<file path="config.mk">
export PLATFORM = sky130hd
export DESIGN_NAME = alu_ctrl_sequencer
export DESIGN_NICKNAME = d
export VERILOG_FILES = /design/src/rtl/alu_ctrl_sequencer_pkg.sv /design/src/rtl/alu_ctrl_sequencer_decode.sv /design/src/rtl/alu_ctrl_sequencer.sv
export SDC_FILE = /design/constraint.sdc
export NUM_CORES = 1
export LEC_CHECK = 0
export CAP_MARGIN = 25
export CORE_UTILIZATION = 40
export DETAILED_ROUTE_END_ITERATION = 8
export PLACE_DENSITY = 0.78
export SYNTH_ARGS = -nofsm -noshare
export SYNTH_HDL_FRONTEND = slang
export SYNTH_SLANG_ARGS = --single-unit
</file>
<file path="constraint.sdc">
create_clock -name clk -period 2.3 [get_ports clk]
set_clock_uncertainty 0.15 [all_clocks]
set_input_delay 0.345 -clock clk [delete_from_list [all_inputs] [get_ports clk]]
set_output_delay 0.345 -clock clk [all_outputs]
set_load 0.01 [all_outputs]
</file>
<file path="src/rtl/alu_ctrl_sequencer_pkg.sv">
// -----------------------------------------------------------------------------
// alu_ctrl_sequencer_pkg
// Shared definitions for the ALU control-step sequencer:
//   - opcode constants for register-register ALU instructions
//   - control-step state encoding (IDLE, T0..T5, plus T6 when multiply/divide
//     support is built in)
//   - IR field bit positions
//   - opcode class and the control-word bundle driven onto the datapath
// Configuration macro: ALU_MULDIV_EN (adds MUL/DIV and the T6 step).
// -----------------------------------------------------------------------------
package alu_ctrl_sequencer_pkg;

  // IR field positions: [31:27] op, [26:23] Ra, [22:19] Rb, [18:15] Rc
  localparam int OP_HI = 31;
  localparam int OP_LO = 27;
  localparam int RA_HI = 26;
  localparam int RA_LO = 23;
  localparam int RB_HI = 22;
  localparam int RB_LO = 19;
  localparam int RC_HI = 18;
  localparam int RC_LO = 15;
  localparam int IR_LO = RC_LO;  // lowest IR bit the sequencer looks at

  // Opcodes
  localparam logic [4:0] OP_ADD  = 5'b00011;
  localparam logic [4:0] OP_SUB  = 5'b00100;
  localparam logic [4:0] OP_AND  = 5'b00101;
  localparam logic [4:0] OP_OR   = 5'b00110;
  localparam logic [4:0] OP_SHR  = 5'b00111;
  localparam logic [4:0] OP_SHRA = 5'b01000;
  localparam logic [4:0] OP_SHL  = 5'b01001;
  localparam logic [4:0] OP_ROR  = 5'b01010;
  localparam logic [4:0] OP_ROL  = 5'b01011;
  localparam logic [4:0] OP_MUL  = 5'b01111;
  localparam logic [4:0] OP_DIV  = 5'b10000;
  localparam logic [4:0] OP_NEG  = 5'b10001;
  localparam logic [4:0] OP_NOT  = 5'b10010;

  typedef enum logic [2:0] {
    S_IDLE = 3'd0,
    S_T0   = 3'd1,
    S_T1   = 3'd2,
    S_T2   = 3'd3,
    S_T3   = 3'd4,
    S_T4   = 3'd5,
    S_T5   = 3'd6
`ifdef ALU_MULDIV_EN
    , S_T6 = 3'd7
`endif
  } state_t;

  typedef enum logic [1:0] {
    CLS_BINARY  = 2'd0,
    CLS_UNARY   = 2'd1,
    CLS_MULDIV  = 2'd2,
    CLS_ILLEGAL = 2'd3
  } op_class_t;

  // One control step's worth of datapath strobes and selects.
  typedef struct packed {
    logic       pc_out;
    logic       mar_in;
    logic       inc_pc;
    logic       z_in;
    logic       pc_in;
    logic       read;
    logic       mdr_in;
    logic       mdr_out;
    logic       ir_in;
    logic       y_in;
    logic       zlow_out;
    logic       zhigh_out;
    logic       lo_in;
    logic       hi_in;
    logic       r_out_en;
    logic       r_in_en;
    logic       done;
    logic       illegal;
    logic [3:0] r_sel;
    logic [4:0] alu_op;
  } ctrl_t;

endpackage

</file>
<file path="src/rtl/alu_ctrl_sequencer_decode.sv">
// -----------------------------------------------------------------------------
// alu_ctrl_sequencer_decode
// Combinational opcode classifier: binary, unary, multiply/divide or illegal.
// Ports:
//   op       in  5  opcode field of the IR
//   op_class out    class of the opcode
// Configuration macro: ALU_MULDIV_EN (MUL/DIV classify as CLS_MULDIV when
// defined, otherwise they are illegal).
// -----------------------------------------------------------------------------
module alu_ctrl_sequencer_decode
  import alu_ctrl_sequencer_pkg::*;
(
  input  logic [4:0] op,
  output op_class_t  op_class
);

  always_comb begin
    case (op)
      OP_ADD, OP_SUB, OP_AND, OP_OR, OP_SHR,
      OP_SHRA, OP_SHL, OP_ROR, OP_ROL:  op_class = CLS_BINARY;
      OP_NEG, OP_NOT:                   op_class = CLS_UNARY;
`ifdef ALU_MULDIV_EN
      OP_MUL, OP_DIV:                   op_class = CLS_MULDIV;
`endif
      default:                          op_class = CLS_ILLEGAL;
    endcase
  end

endmodule

</file>
<file path="src/rtl/alu_ctrl_sequencer.sv">
// -----------------------------------------------------------------------------
// alu_ctrl_sequencer
// Control-step generator for register-register ALU instructions. Runs fetch
// (T0-T2) and execute (T3-T5, or T3-T6 for MUL/DIV) and drives the datapath
// strobes as a decode of the current step.
// Ports:
//   clk, clr          clock; synchronous active-high reset
//   run               level; start / continue instruction sequencing
//   mem_rdy           memory data valid during T1
//   ir[31:0]          IR contents from the datapath (sampled in T3)
//   pc_out..hi_in     one-bit datapath bus-drive / load strobes
//   r_out_en/r_in_en  drive / load the register selected by r_sel[3:0]
//   alu_op[4:0]       ALU opcode, non-zero only on the step that loads Z
//   busy              state is not IDLE
//   done              final execute step
//   illegal           unsupported opcode seen in T3
//   fault             sticky T1 memory timeout, cleared only by clr
// Parameters: MEM_TIMEOUT (T1 wait limit, 1..255), TO_W (wait counter width).
// Configuration macro: ALU_MULDIV_EN (MUL/DIV support with the T6 step).
// -----------------------------------------------------------------------------
module alu_ctrl_sequencer
  import alu_ctrl_sequencer_pkg::*;
#(
  parameter int MEM_TIMEOUT = 15,
  parameter int TO_W        = 8
) (
  input  logic        clk,
  input  logic        clr,
  input  logic        run,
  input  logic        mem_rdy,
  input  logic [31:0] ir,
  output logic        pc_out,
  output logic        mar_in,
  output logic        inc_pc,
  output logic        z_in,
  output logic        pc_in,
  output logic        read,
  output logic        mdr_in,
  output logic        mdr_out,
  output logic        ir_in,
  output logic        y_in,
  output logic        zlow_out,
  output logic        zhigh_out,
  output logic        lo_in,
  output logic        hi_in,
  output logic        r_out_en,
  output logic        r_in_en,
  output logic [3:0]  r_sel,
  output logic [4:0]  alu_op,
  output logic        busy,
  output logic        done,
  output logic        illegal,
  output logic        fault
);

  state_t          state, state_nx;
  logic [TO_W-1:0] wait_cnt;
  logic            fault_q;
  logic [31:IR_LO] ir_q;
  logic [31:IR_LO] ir_cur;
  op_class_t       op_class;
  ctrl_t           ctrl;
  logic            wait_expire;
  logic            unused_ir_bits;

  assign unused_ir_bits = ^ir[IR_LO-1:0];

  // In T3 the IR is taken straight from the input; later steps use the copy
  // captured at the end of T3, so the datapath may change ir afterwards.
  assign ir_cur = (state == S_T3) ? ir[31:IR_LO] : ir_q;

  alu_ctrl_sequencer_decode u_decode (
    .op       (ir_cur[OP_HI:OP_LO]),
    .op_class (op_class)
  );

  // Last permitted wait cycle with memory still not ready.
  assign wait_expire = (state == S_T1) && !mem_rdy &&
                       (wait_cnt == TO_W'(MEM_TIMEOUT - 1));

  always_ff @(posedge clk) begin
    // NOTE: sequential state uses non-blocking assignments so every flop
    // samples the values from before the edge.
    if (clr) begin
      state    <= S_IDLE;
      wait_cnt <= '0;
      fault_q  <= 1'b0;
      ir_q     <= '0;
    end else begin
      state <= state_nx;
      if (state == S_T3) ir_q <= ir[31:IR_LO];
      if (state == S_T1 && !mem_rdy) wait_cnt <= wait_cnt + TO_W'(1);
      else                           wait_cnt <= '0;
      if (wait_expire) fault_q <= 1'b1;
    end
  end

  always_comb begin
    // NOTE: every signal gets a default before the case so no path can
    // leave it unassigned and infer a latch.
    state_nx = state;
    ctrl     = '0;
    case (state)
      S_IDLE: if (run && !fault_q) state_nx = S_T0;

      S_T0: begin
        ctrl.pc_out = 1'b1;
        ctrl.mar_in = 1'b1;
        ctrl.inc_pc = 1'b1;
        ctrl.z_in   = 1'b1;
        state_nx    = S_T1;
      end

      S_T1: begin
        ctrl.zlow_out = 1'b1;
        ctrl.read     = 1'b1;
        ctrl.mdr_in   = 1'b1;
        if (mem_rdy) begin
          ctrl.pc_in = 1'b1;  // PC updated once, on the cycle T1 completes
          state_nx   = S_T2;
        end else if (wait_expire) begin
          state_nx = S_IDLE;
        end
      end

      S_T2: begin
        ctrl.mdr_out = 1'b1;
        ctrl.ir_in   = 1'b1;
        state_nx     = S_T3;
      end

      S_T3: begin
        state_nx = S_T4;
        case (op_class)
          CLS_BINARY: begin
            ctrl.r_out_en = 1'b1;
            ctrl.r_sel    = ir_cur[RB_HI:RB_LO];
            ctrl.y_in     = 1'b1;
          end
          CLS_UNARY: begin
            ctrl.r_out_en = 1'b1;
            ctrl.r_sel    = ir_cur[RB_HI:RB_LO];
            ctrl.alu_op   = ir_cur[OP_HI:OP_LO];
            ctrl.z_in     = 1'b1;
          end
          CLS_MULDIV: begin
            ctrl.r_out_en = 1'b1;
            ctrl.r_sel    = ir_cur[RA_HI:RA_LO];
            ctrl.y_in     = 1'b1;
          end
          default: begin
            ctrl.illegal = 1'b1;
            state_nx     = S_IDLE;
          end
        endcase
      end

      S_T4: begin
        if (op_class == CLS_UNARY) begin
          ctrl.zlow_out = 1'b1;
          ctrl.r_in_en  = 1'b1;
          ctrl.r_sel    = ir_cur[RA_HI:RA_LO];
          ctrl.done     = 1'b1;
          state_nx      = run ? S_T0 : S_IDLE;
        end else begin
          // MUL/DIV feed Rb as the second operand; binary ops feed Rc.
          ctrl.r_out_en = 1'b1;
          ctrl.r_sel    = (op_class == CLS_MULDIV) ? ir_cur[RB_HI:RB_LO]
                                                   : ir_cur[RC_HI:RC_LO];
          ctrl.alu_op   = ir_cur[OP_HI:OP_LO];
          ctrl.z_in     = 1'b1;
          state_nx      = S_T5;
        end
      end

      S_T5: begin
`ifdef ALU_MULDIV_EN
        if (op_class == CLS_MULDIV) begin
          ctrl.zlow_out = 1'b1;
          ctrl.lo_in    = 1'b1;
          state_nx      = S_T6;
        end else
`endif
        begin
          ctrl.zlow_out = 1'b1;
          ctrl.r_in_en  = 1'b1;
          ctrl.r_sel    = ir_cur[RA_HI:RA_LO];
          ctrl.done     = 1'b1;
          state_nx      = run ? S_T0 : S_IDLE;
        end
      end

`ifdef ALU_MULDIV_EN
      S_T6: begin
        ctrl.zhigh_out = 1'b1;
        ctrl.hi_in     = 1'b1;
        ctrl.done      = 1'b1;
        state_nx       = run ? S_T0 : S_IDLE;
      end
`endif

      default: state_nx = S_IDLE;
    endcase

    // A clear silences the datapath immediately rather than one step late.
    if (clr) ctrl = '0;
  end

  assign pc_out    = ctrl.pc_out;
  assign mar_in    = ctrl.mar_in;
  assign inc_pc    = ctrl.inc_pc;
  assign z_in      = ctrl.z_in;
  assign pc_in     = ctrl.pc_in;
  assign read      = ctrl.read;
  assign mdr_in    = ctrl.mdr_in;
  assign mdr_out   = ctrl.mdr_out;
  assign ir_in     = ctrl.ir_in;
  assign y_in      = ctrl.y_in;
  assign zlow_out  = ctrl.zlow_out;
  assign zhigh_out = ctrl.zhigh_out;
  assign lo_in     = ctrl.lo_in;
  assign hi_in     = ctrl.hi_in;
  assign r_out_en  = ctrl.r_out_en;
  assign r_in_en   = ctrl.r_in_en;
  assign r_sel     = ctrl.r_sel;
  assign alu_op    = ctrl.alu_op;
  assign done      = ctrl.done;
  assign illegal   = ctrl.illegal;
  assign busy      = (state != S_IDLE);
  assign fault     = fault_q;

endmodule

</file>
==> results of run 1 <==
## cell families (layout without fill, tap and decap cells)
| family | Yosys count | in the layout |
|---|---|---|
| buffers and inverters | 21 | 94 |
| AOI/OAI and AO/OA | 39 | 39 |
| and+or+nand+nor | 88 | 88 |
| xor gates and xnor gates | 8 | 8 |
| other | 1 | 3 |
| adders and majority gates | 2 | 2 |
| muxes | 8 | 8 |
| DFF | 25 | 25 |
## per-layer routing
metal | vias to the layer above | global-route usage [%] | part of all wire, %
li1 | 811 | - | -
met1 | 747 | 27.6 | 43
met2 | 67 | 35.6 | 48
met3 | 17 | 3.47 | 5.1
met4 | 0 | 12.2 | 3.7
met5 | - | 0 | 0
## power by group
part	leakage [nW]	internal [W]	total, W	switching, W
clock	0.0255	0.000122	0.000267	0.000145
combinational	0.816	0.000152	0.000280	0.000128
sequential	0.203	0.000445	0.000457	0.0000117
## critical path, stage by stage
cell             delay, ns
clkdlybuf4s15_2       0.20
or4b_4                0.53
mux2i_4               0.19
buf_6                 0.12
mux2_4                0.32
nor2_1                0.09
buf_2                 0.13
## final timing paths
path	end	cells after the start
min reg2reg	ir_q[18]$_SDFF_PP0_	2
min	ir_q[31]$_SDFF_PP0_	3
max reg2reg	state[1]$_SDFFE_PP0P_	5
max	alu_op[0]	7
## through the flow
step	instance area [µm²]	setup TNS [ns]	std cells	worst slack [ns]	util, %
2_1_floorplan	1490	0	194	0.0594	-
3_3_place_gp	2170	-10.01	303	-0.881	63.1
3_5_place_dp	2170	-10.23	303	-0.951	63.1
4_1_cts	2310	-0.631	312	-0.113	67.1
5_1_grt	2350	-1.30	313	-0.175	68.4
6_report	2350	-0.913	313	-0.126	68.4
## area by class of cell
class,instances,area [µm²]
clock inverters,1,5.00
well taps,46,57.6
inverters,3,11.3
repair buffers,87,739
flip-flops and latches,25,507
clock buffers,3,41.3
fillers,300,1090
multi-input cells,148,993
## layout by cell type, fill, tap and decap left out, drive strengths merged, types with 5 or more instances in the layout
master / synthesis / final
a21oi: 18 / 18
nand2b: 7 / 7
dlygate4sd2: 0 / 9
nand2: 32 / 32
xor2: 5 / 5
clkdlybuf4s50: 0 / 17
dfxtp: 25 / 25
nor3: 5 / 5
nand3: 8 / 8
o21ai: 5 / 5
nor2: 21 / 21
mux2i: 7 / 7
buf: 9 / 55
## state kept, by name, indices dropped and copies added (netlist names)
name	count
state	3
wait_cnt	8
ir_q	13
fault	1
## timing repair
item	CTS	global route
setup endpoints to repair	24	15
setup buffers	5	1
endpoints found under the hold margin	0	0
pin swaps	10	5
resized for setup	98	15
hold buffers	0	0
==> impl_metrics.toml, run 1 <==
[layout]
n_antenna_cell = 0
syn2layout_area_growth_pct = 58.8
nets = 306
drive_above_1_share_pct = 33.3

[yosys]
muxShareOfSynthArea_pct = 6.58
synth_compound_area_share_pct = 16.6
synth_top_cell_area_share_pct = 33.8
synth_area_per_cell_um2 = 7.72
yosys.area_share.adder_pct = 1.69
ys_async_sr_fraction_pct = 0
synth-simple-area-share_pct = 28.9
synth_cells = 192
synth_common_cells = "32 x nand2_1, 25 x dfxtp_1, 21 x nor2_1"
synth_top_family_by_area = "simple AND/OR/NAND/NOR gates"
ys.flop_type = "dfxtp_1"
synth_edf_count = 0
yosysUniqueCellTypes = 43
synth_top_cell_by_area = "dfxtp_1"
yosysWarnings = 0
post-synth-top-count-cell = "nand2_1"
ys_seq_area_share_pct = 33.8
synth_xor_area_share_pct = 4.73
synth_seq_cells = 25
synth.area.top_cells = "dfxtp_1 34%, nand2_1 8.1%, a21oi_1 6.1%"
synth_area_um2 = 1480

[worst_setup_path]
critPathCaptureType = "output port"
regToRegSetupSlack_ns = 0.52
rr_startpoint = "state[0]$_SDFFE_PP0P_"
path_class = "in2out"
start_kind = "input port"
cp_max_fo = 3
setup.worst_path.start = "ir[29]"
crit_arrival_ns = 1.93
crit_required_ns = 1.80

[floorplanning]
rows = 21
io_pins = 65
die_area_um2 = 3950
die_w_um = 62.9
core_area_um2 = 3440
die_h_um = 62.9
initial_utilization_pct = 43.1

[route]
drt-wirelength-per-cell_um = 14.2
vias = 1642
vias_per_cell = 5.25
drt_iter0_drc = 105
drc_errors = 0
firstDrtPassIters = 4
drtAntennaViolNets = 0
routed_wl_um = 4450

[min_path]
min_path_type = "in2reg"
min_from = "ir[31]"

[outcome]
status = "finished, violations left"
violations = "setup timing"

[clock_network]
cts_num_sinks = 25
root_buffer = "clkbuf_8"
cts-buffers-inserted = 3
htreeDepth = 1
path_clk_slew_ns = 0.09
cts_tree = "done"
clk_latency_ns = 0.27
cts_buffer_depth = 2

[pwr]
p_leak_nw = 1.04
totalPowerFinal_w = 0.00100
vdd_drop_max_uv = 245
cellPowerDensity_nw_per_um2 = 426

[sta]
timing.hold.ws_ns = 0.274
setup_viol = 9
hold_violations = 0
fin_ws_ns = -0.126
finalWorstPathRequiredPeriod_ns = 2.43
rsz0062_at_grt = "yes"
slew_violations = 0
fmax_mhz = 412
period_share_pct = 105

[place]
gp_congestion = 0.862
hpwl_um = 2940
io_buffers = 46

[global_route]
grt_usage_pct = 22.0
grt_antenna_before_repair = 0
grt_overflow_total = 0
grt_pass1_wl_um = 6920
grt_pass1_vias = 1572
grt_max_degree = 22

[flow_run]
drv_cap = 0
Note: power is estimated with default switching activity, not from simulation.
==> run 2: changes to the inputs <==
--- a/config.mk
+++ b/config.mk
@@ -9,6 +9,7 @@
 export CORE_UTILIZATION = 40
 export DETAILED_ROUTE_END_ITERATION = 8
 export PLACE_DENSITY = 0.78
+export SETUP_SLACK_MARGIN = 0.1
 export SYNTH_ARGS = -nofsm -noshare
 export SYNTH_HDL_FRONTEND = slang
 export SYNTH_SLANG_ARGS = --single-unit
==> run 2 against run 1 <==
Wire length fell by 7.5%; total power shrank 0.46%; largest cell class unchanged; via count fell by 2.7%; count of clock-buffer cells in the layout grew 1; die area is the same; the flow still finishes with violations (setup timing); global-route usage decreased by 0.88 points; worst hold slack improved by 0.033 ns; sequential share of layout area increased by 0.085 points; non-clock buffer count did not move.
==> impl_metrics.toml, run 2 (synthesis gave the netlist of run 1 again) <==
[outcome]
status = "finished, violations left"
violations = "setup timing"

[route]
vias_per_cell = 5.11
firstDrtPassIters = 4
wl_met1_um = 1810
highest_layer = "met4"
drt_iter0_drc = 62
drtAntennaViolNets = 0
drt-wirelength-per-cell_um = 13.1
vias = 1598
routed_wl_um = 4110
wl_met2_um = 2040
drc_errors = 0
wl_met3_um = 191

[worst_setup_path]
cpMaxStageDelayCell = "dfxtp_4"
path_class = "reg2out"
rr_startpoint = "state[2]$_SDFFE_PP0P_"
cp_max_fo = 5
setup.worst_path.start = "state[2]$_SDFFE_PP0P_"
slowest_delay_ns = 0.39
critPathCaptureType = "output port"
crit_arrival_ns = 1.86
start_kind = "register"
crit_required_ns = 1.80
cp_cell_sequence = "inv_2 -> or3_4 -> mux2i_4 -> buf_6 -> mux2i_1 -> o21ai_1 -> buf_2"

[floorplanning]
core_area_um2 = 3440
die_area_um2 = 3950
rows = 21
die_w_um = 62.9
initial_utilization_pct = 43.1
io_pins = 65
die_h_um = 62.9

[layout]
seq_area_um2 = 505
n_antenna_cell = 0
layoutNonFillerInstCount = 313
multi_input_area_um2 = 1010
nFillCells = 290
drive_above_1_share_pct = 34.5
final_cell_mix = "39 x buf_4, 30 x nand2_1, 23 x dfxtp_1"
syn2layout_area_growth_pct = 57.8
nets = 306
regMostFlops = "ir_q"
reg.largest.list = "ir_q (13), wait_cnt (8), state (3)"
final_common_cell = "buf_4"
largest_register_ffs = 13

[global_route]
grt_overflow_total = 0
grt_pass1_vias = 1498
grt_usage_pct = 21.1
grt_antenna_before_repair = 0
grt_max_degree = 22
grt_pass1_wl_um = 6760

[pwr]
power.share.clock_pct = 26.0
vdd_drop_max_uv = 303
combinationalPowerShare_pct = 28.3
switching_power_w = 0.000276
cellPowerDensity_nw_per_um2 = 427
totalPowerFinal_w = 0.000999
pwr-share-seq_pct = 45.7
intPower_w = 0.000723
switching_share_pct = 27.6
p_leak_nw = 0.990

[clock_network]
cts_tree = "done"
postCtsHoldBufs = 0
path_clk_slew_ns = 0.09
cts-buffers-inserted = 3
cts_buffer_depth = 2
root_buffer = "clkbuf_8"
htreeDepth = 1
clk_latency_ns = 0.27
cts_num_sinks = 25

[sta]
slew_violations = 0
tns_ns = -0.304
rsz0062_at_grt = "yes"
setup_viol = 8
period_share_pct = 102
finalWorstPathRequiredPeriod_ns = 2.36
fmax_mhz = 425
hold_violations = 0
fin_ws_ns = -0.0554

[flow_run]
drv_cap = 0

[place]
post-place-ws_ns = -0.869
gp_congestion = 0.943
dp_cells = 305
io_buffers = 46
hpwl_um = 3000

[min_path]
min_from = "ir_q[18]$_SDFF_PP0_"
min_path_type = "reg2reg"
run 2: changes by cell type in the layout (fill, tap and decap cells not counted), moves of 2 or more:
| cell | before | now |
|---|---|---|
| nand2_1 | 32 | 30 |
| dlymetal6s2s_1 | 4 | 2 |
| buf_4 | 36 | 39 |
| mux2i_1 | 6 | 4 |
| nand2_2 | 0 | 2 |
| clkbuf_2 | 0 | 3 |
| buf_6 | 7 | 4 |
| dlygate4sd2_1 | 9 | 7 |
run 2: what timing repair did:
action | in CTS | in global routing
setup buffers | 2 | 2
cloned | 0 | 0
pin swaps | 11 | 7
resized for setup | 100 | 20
endpoints found under the setup margin | 24 | 18
run 2: critical path, delay by kind of cell, from the launching register on:
| kind | cells | cell delay (ns) |
|---|---|---|
| buf+inv | 3 | 0.34 |
| simple gates | 1 | 0.35 |
| flops | 1 | 0.39 |
| mux | 2 | 0.41 |
| compound gates | 1 | 0.08 |
run 2: metrics by stage:
step / area [µm²] / hold slack [ns] / util, %
floorplan: 1500 / 0.281 / -
global placement: 2200 / 0.291 / 63.8
detailed placement: 2200 / 0.298 / 63.8
CTS: 2280 / 0.309 / 66.3
global route: 2340 / 0.333 / 68.0
finish: 2340 / 0.307 / 68.0
run 2: area by class of cell:
type                    count  share of cell area [%]
well taps                  46                    2.46
inverters                   3                   0.481
repair buffers             87                    30.5
multi-input cells         148                    43.0
flip-flops and latches     25                    21.6
clock buffers               4                    1.93
run 2: power by group through the flow:
stage / Clock [W] / Sequential [W] / Combinational (W)
after floorplan: 0 / 0.000463 / 0.000120
after global placement: 0 / 0.000464 / 0.000252
after detailed placement: 0 / 0.000464 / 0.000256
after CTS: 0.000268 / 0.000455 / 0.000273
after global routing: 0.000291 / 0.000459 / 0.000303
final: 0.000260 / 0.000457 / 0.000282
run 2: routing by layer:
metal  up-vias  GRT usage, %
met5         -             0
met4         0          5.81
met3         8          3.28
met2        56          35.6
met1       727          27.6
li1        807             -
run 2: worst paths after layout:
| path | slack (ns) | to | depth (start not counted) |
|---|---|---|---|
| setup reg to reg | 0.48 | state[0]$_SDFFE_PP0P_ | 8 |
| hold / removal | 0.31 | ir_q[18]$_SDFF_PP0_ | 2 |
| setup / recovery | -0.06 | r_sel[3] | 7 |
| hold reg to reg | 0.31 | ir_q[18]$_SDFF_PP0_ | 2 |
